[config.mk]
export PLATFORM = sky130hd
export DESIGN_NAME = rpn_op_sequencer
export DESIGN_NICKNAME = d
export VERILOG_FILES = /design/src/rtl/rpn_op_sequencer.sv
export SDC_FILE = /design/constraint.sdc
export NUM_CORES = 1
export LEC_CHECK = 0
export BUFFER_PORTS_ARGS = -buffer_cell sky130_fd_sc_hd__buf_2
export CAP_MARGIN = 25
export CORE_MARGIN = 1
export CORE_UTILIZATION = 56
export DETAILED_ROUTE_END_ITERATION = 7
export HOLD_SLACK_MARGIN = 0.06
export PLACE_DENSITY = 0.79
export SKIP_CTS_REPAIR_TIMING = 1
export SLEW_MARGIN = 10
export SYNTH_ARGS = -nofsm -noshare
export SYNTH_HDL_FRONTEND = slang
export SYNTH_SLANG_ARGS = --single-unit
[constraint.sdc]
create_clock -name i_clk -period 29.7 [get_ports i_clk]
set_clock_uncertainty 0.15 [all_clocks]
set_input_delay 2.97 -clock i_clk [delete_from_list [all_inputs] [get_ports i_clk]]
set_output_delay 2.97 -clock i_clk [all_outputs]
set_load 0.01 [all_outputs]
[src/rtl/rpn_op_sequencer.sv]
// rpn_op_sequencer: sequences one RPN operator against an external stack.
// On the rising edge of is_op it checks the opcode and stack depth, pops the
// operand(s), computes the result, pushes it back and reports completion or
// an error code.
module rpn_op_sequencer #(
  parameter int DATA_W = 16,
  parameter int CNT_W  = 5
) (
  input  logic              i_clk,
  input  logic              i_rst,
  input  logic              i_is_op,
  input  logic [3:0]        i_op,
  input  logic [CNT_W-1:0]  i_depth,
  output logic              o_pop_req,
  input  logic [DATA_W-1:0] i_pop_data,
  output logic              o_push_req,
  output logic [DATA_W-1:0] o_push_data,
  output logic              o_busy,
  output logic              o_ans_ready,
  output logic              o_print_ready,
  output logic [DATA_W-1:0] o_print_data,
  output logic              o_err,
  output logic [1:0]        o_err_code,
  output logic [3:0]        o_state
);

  // Stack handshake: the stack has no ready/valid back-pressure.
  // o_pop_req is a one-cycle strobe; i_pop_data is valid in the cycle right
  // after the strobe. o_push_req is a one-cycle strobe and o_push_data is valid
  // in that same cycle. Pop and push strobes are never issued together.

  typedef enum logic [3:0] {
    S_IDLE   = 4'd0,
    S_POP_B  = 4'd1,
    S_WAIT_B = 4'd2,
    S_POP_A  = 4'd3,
    S_WAIT_A = 4'd4,
    S_EXEC   = 4'd5,
    S_PUSH   = 4'd6,
    S_REPORT = 4'd7,
    S_ERR    = 4'd8
  } state_t;

  localparam logic [3:0] OP_ADD = 4'd0;
  localparam logic [3:0] OP_SUB = 4'd1;
  localparam logic [3:0] OP_MUL = 4'd2;
  localparam logic [3:0] OP_DIV = 4'd3;
  localparam logic [3:0] OP_POP = 4'd4;

  localparam logic [1:0] ERR_UNDERFLOW = 2'd1;
  localparam logic [1:0] ERR_DIV_ZERO  = 2'd2;
  localparam logic [1:0] ERR_UNKNOWN   = 2'd3;

  state_t              r_state;
  logic                r_prev_is_op;
  logic [3:0]          r_op;
  logic [DATA_W-1:0]   r_opa;
  logic [DATA_W-1:0]   r_opb;
  logic                r_pop_req;
  logic                r_push_req;
  logic [DATA_W-1:0]   r_push_data;
  logic                r_busy;
  logic                r_ans_ready;
  logic                r_print_ready;
  logic [DATA_W-1:0]   r_print_data;
  logic                r_err;
  logic [1:0]          r_err_code;

  logic                w_start;
  logic                w_op_unknown;
  logic                w_underflow;
  logic                w_div_zero;
  logic [DATA_W-1:0]   w_result;

  assign w_start      = i_is_op & ~r_prev_is_op;
  assign w_op_unknown = (i_op > OP_POP);
  // POP needs one operand on the stack, every arithmetic op needs two.
  assign w_underflow  = (i_op == OP_POP) ? (i_depth == '0)
                                         : (i_depth < CNT_W'(2));
  assign w_div_zero   = (r_op == OP_DIV) && (r_opb == '0);

  // Unsigned ALU on the latched operands; every result wraps to DATA_W bits.
  always_comb begin
    w_result = '0;
    case (r_op)
      OP_ADD:  w_result = r_opa + r_opb;
      OP_SUB:  w_result = r_opa - r_opb;
      OP_MUL:  w_result = r_opa * r_opb;
      OP_DIV:  w_result = (r_opb == '0) ? '0 : (r_opa / r_opb);
      default: w_result = '0;
    endcase
  end

  // Sequencer FSM; each output register is set on entry to the state that owns it.
  always_ff @(posedge i_clk) begin
    if (i_rst) begin
      r_state       <= S_IDLE;
      r_prev_is_op  <= 1'b0;
      r_op          <= '0;
      r_opa         <= '0;
      r_opb         <= '0;
      r_pop_req     <= 1'b0;
      r_push_req    <= 1'b0;
      r_push_data   <= '0;
      r_busy        <= 1'b0;
      r_ans_ready   <= 1'b0;
      r_print_ready <= 1'b0;
      r_print_data  <= '0;
      r_err         <= 1'b0;
      r_err_code    <= '0;
    end else begin
      r_prev_is_op  <= i_is_op;
      r_pop_req     <= 1'b0;
      r_push_req    <= 1'b0;
      r_ans_ready   <= 1'b0;
      r_print_ready <= 1'b0;
      r_err         <= 1'b0;
      case (r_state)
        S_IDLE: begin
          if (w_start) begin
            r_op   <= i_op;
            r_busy <= 1'b1;
            if (w_op_unknown) begin
              r_state    <= S_ERR;
              r_err      <= 1'b1;
              r_err_code <= ERR_UNKNOWN;
            end else if (w_underflow) begin
              r_state    <= S_ERR;
              r_err      <= 1'b1;
              r_err_code <= ERR_UNDERFLOW;
            end else begin
              r_state   <= S_POP_B;
              r_pop_req <= 1'b1;
            end
          end
        end
        S_POP_B: begin
          r_state <= S_WAIT_B;
        end
        S_WAIT_B: begin
          r_opb <= i_pop_data;
          if (r_op == OP_POP) begin
            r_state       <= S_REPORT;
            r_ans_ready   <= 1'b1;
            r_print_ready <= 1'b1;
            r_print_data  <= i_pop_data;
          end else begin
            r_state   <= S_POP_A;
            r_pop_req <= 1'b1;
          end
        end
        S_POP_A: begin
          r_state <= S_WAIT_A;
        end
        S_WAIT_A: begin
          r_opa   <= i_pop_data;
          r_state <= S_EXEC;
        end
        S_EXEC: begin
          // A zero divisor still consumes both operands; nothing goes back.
          if (w_div_zero) begin
            r_state    <= S_ERR;
            r_err      <= 1'b1;
            r_err_code <= ERR_DIV_ZERO;
          end else begin
            r_state     <= S_PUSH;
            r_push_req  <= 1'b1;
            r_push_data <= w_result;
          end
        end
        S_PUSH: begin
          r_state     <= S_REPORT;
          r_ans_ready <= 1'b1;
        end
        S_REPORT: begin
          r_state <= S_IDLE;
          r_busy  <= 1'b0;
        end
        S_ERR: begin
          r_state <= S_IDLE;
          r_busy  <= 1'b0;
        end
        default: begin
          r_state <= S_IDLE;
          r_busy  <= 1'b0;
        end
      endcase
    end
  end

  assign o_pop_req     = r_pop_req;
  assign o_push_req    = r_push_req;
  assign o_push_data   = r_push_data;
  assign o_busy        = r_busy;
  assign o_ans_ready   = r_ans_ready;
  assign o_print_ready = r_print_ready;
  assign o_print_data  = r_print_data;
  assign o_err         = r_err;
  assign o_err_code    = r_err_code;
  assign o_state       = r_state;

endmodule

==> run summary <==
TritonCTS buffer count = 9
Largest net degree at the start of global routing = 79
Area grow syn2layout = 7.65%
Placed wire-length estimate = 40,000 um
Post-Syn Area = 15,000 um^2
Layer with the highest usage = met2
CTS tree = done
Placed cell areas = 15,800 um^2
Final setup viols = 0
RSZ-0062 raised after global routing = false
M1 GR Usage = 47.4%
CP arrival = 28.16 ns
Class of the most critical setup path = reg -> reg
Initial antenna violation count = 2
Most frequent cells in the layout = nand2_1, ha_1, nor2_1
Crit Path Max Fanout = 20
Nets = 2,365
FMAX = 35.6 MHz
Share of layout cells above drive strength 1 = 10.1%
Number of buffers added on ports = 71
Clk root buf = clkbuf_16
DR DRC count = 5
Worst Setup End Kind = register
Hold Vio Cnt, Final = 0
Fin area = 16,200 um^2
Main flop type after synthesis = dfxtp_1
WP data required = 29.75 ns
Synth Register Bits = 81
Max-cap violations = 0
CP most frequent cell = ha_1
Vias = 15,600
Antenna Nets Post-Route = 0
First-pass GRT wire length = 80,800 um
FFs w/ async S/R, synth = 0%
H-tree Lvls = 3
GPL Wtd Cong = 1.03
Number of global-route vias before repair = 15,100
Headroom to the max-slew limit = 22.6%
Tot GR Track Use = 37.1%
Failing checks = design-rule violations
Cell taking the most area after synthesis = ha_1
Row cnt = 59
Die height = 166 um
1st-iter DRT viols = 1,617
Starting density of the core = 57.4%
Die area = 27,500 um^2
Period utilisation layout = 94.7%
Clk Latency, worst-skew pair = 0.34 ns
Area of the core = 26,200 um^2
Clk buf depth = 2
Number of enable-type register cells in the synthesized netlist = 0
Worst path max stage delay = 0.74 ns
Grt ovf = 0
Synth warn = 0
Reg clk slew, reported paths = 0.07 ns
Most common cell after layout, fill and taps aside = nand2_1
GR met3 Demand/Resource = 8.56%
Die Span X = 166 um
Startpoint Class = register
Worst Hold Class = reg -> reg
WL final = 52,100 um
Post-Syn Nets = 2,329
Syn Area/Cell = 7.46 um^2
Top post-synthesis cells by area = ha_1, dfxtp_1, fa_1, nand2_1, a21oi_1
TritonRoute pass-1 iters = 8
Slowest-stage cell, CP = or4_1
Slew @ Worst Pin = 1.16 ns
Met2 Use GR = 59.1%
Count of unique library cells instantiated by Yosys = 83
Post-Syn Instances = 2,015
Num ports = 72
Routed WL per cell = 21.8 um
Vias/cell = 6.53
Clock sink count = 81
Post-synthesis sequential area ratio = 10.8%
Total Neg Setup Slack = 0 ns
Final min period = 28.11 ns
Synth top area share = 17.1%
Count of pins over their slew limit = 0
Status = finished with violations
[cells by family (layout without fill, tap and decap cells)]
group | after synthesis | after routing | share of synthesized area (%)
buffers and inverters | 255 | 296 | 6.51
XOR/XNOR | 123 | 123 | 7.16
adder cells (fa/ha/maj) | 286 | 286 | 27.8
AO/OA/AOI/OAI | 520 | 520 | 23.0
other | 0 | 1 | 0
multiplexers | 36 | 36 | 2.55
AND/OR/NAND/NOR | 714 | 714 | 22.1
flip-flops | 81 | 81 | 10.8
[critical path, delay by kind of cell (launching register included)]
family	cells	cell delay [ns]
flip-flops	1	0.53
XOR/XNOR	1	0.20
AND/OR/NAND/NOR	25	5.18
adder cells (fa/ha/maj)	15	4.76
buffers and inverters	8	1.16
multiplexers	3	0.90
AO/OA/AOI/OAI	57	15.05
[layer usage]
| layer | wire [um] | vias to the layer above |
|---|---|---|
| met5 | 11 | - |
| met4 | 2700 | 2 |
| met3 | 6110 | 215 |
| met2 | 22500 | 920 |
| met1 | 20700 | 7297 |
| li1 | - | 7174 |
[path summary, 6_finish.rpt]
check / from / endpoint / slack [ns] / cells after the start
max: r_opb[4]$_SDFFE_PP0P_ / o_push_data[0]$_SDFFE_PP0P_ / 1.59 / 109
min: o_print_data[0]$_SDFFE_PP0P_ / o_print_data[0]$_SDFFE_PP0P_ / 0.30 / 2
max reg2reg: r_opb[4]$_SDFFE_PP0P_ / o_push_data[0]$_SDFFE_PP0P_ / 1.59 / 109
min reg2reg: o_print_data[0]$_SDFFE_PP0P_ / o_print_data[0]$_SDFFE_PP0P_ / 0.30 / 2
[flip-flops by register name, indices dropped and copies added, names as in the netlist, 2 cells and up]
name / cells
r_opa: 16
o_print_data: 16
o_state: 4
r_op: 4
o_err_code: 2
r_opb: 16
o_push_data: 16
[cells in the mapped netlist (29+ instances only)]
| master | n |
|---|---|
| fa_1 | 81 |
| a211oi_1 | 29 |
| clkbuf_1 | 75 |
| xor2_1 | 39 |
| inv_1 | 165 |
| ha_1 | 205 |
| nor2_1 | 172 |
| o21a_1 | 44 |
| xnor2_1 | 84 |
| and2_1 | 29 |
| o21ai_0 | 69 |
| dfxtp_1 | 81 |
| a21oi_1 | 165 |
| nor3_1 | 68 |
| nand2_1 | 278 |
| a21o_1 | 33 |
[metrics by stage]
stage / hold WS [ns] / utilization (%) / setup WS, ns / std cells
floorplan: 0.326 / - / 3.37 / 2015
global placement: 0.288 / 60.2 / 1.42 / 2372
detailed placement: 0.297 / 60.2 / 1.10 / 2372
CTS: 0.306 / 61.4 / 0.920 / 2388
global route: 0.322 / 61.8 / 0.000634 / 2391
finish: 0.304 / 61.8 / 1.59 / 2392
[area by class of cell]
cell class,instances,area (um^2)
timing repair buffer,113,671
clock buffer,9,225
clock inverter,7,77.6
sequential,81,1620
multi-input combinational,1679,12500
antenna,1,2.50
fill,2354,10000
inverter,167,627
tap,335,419
Power is left out: the tool's default activity adds up to more than one toggle a clock period on the data nets, which glitch-free logic cannot reach.
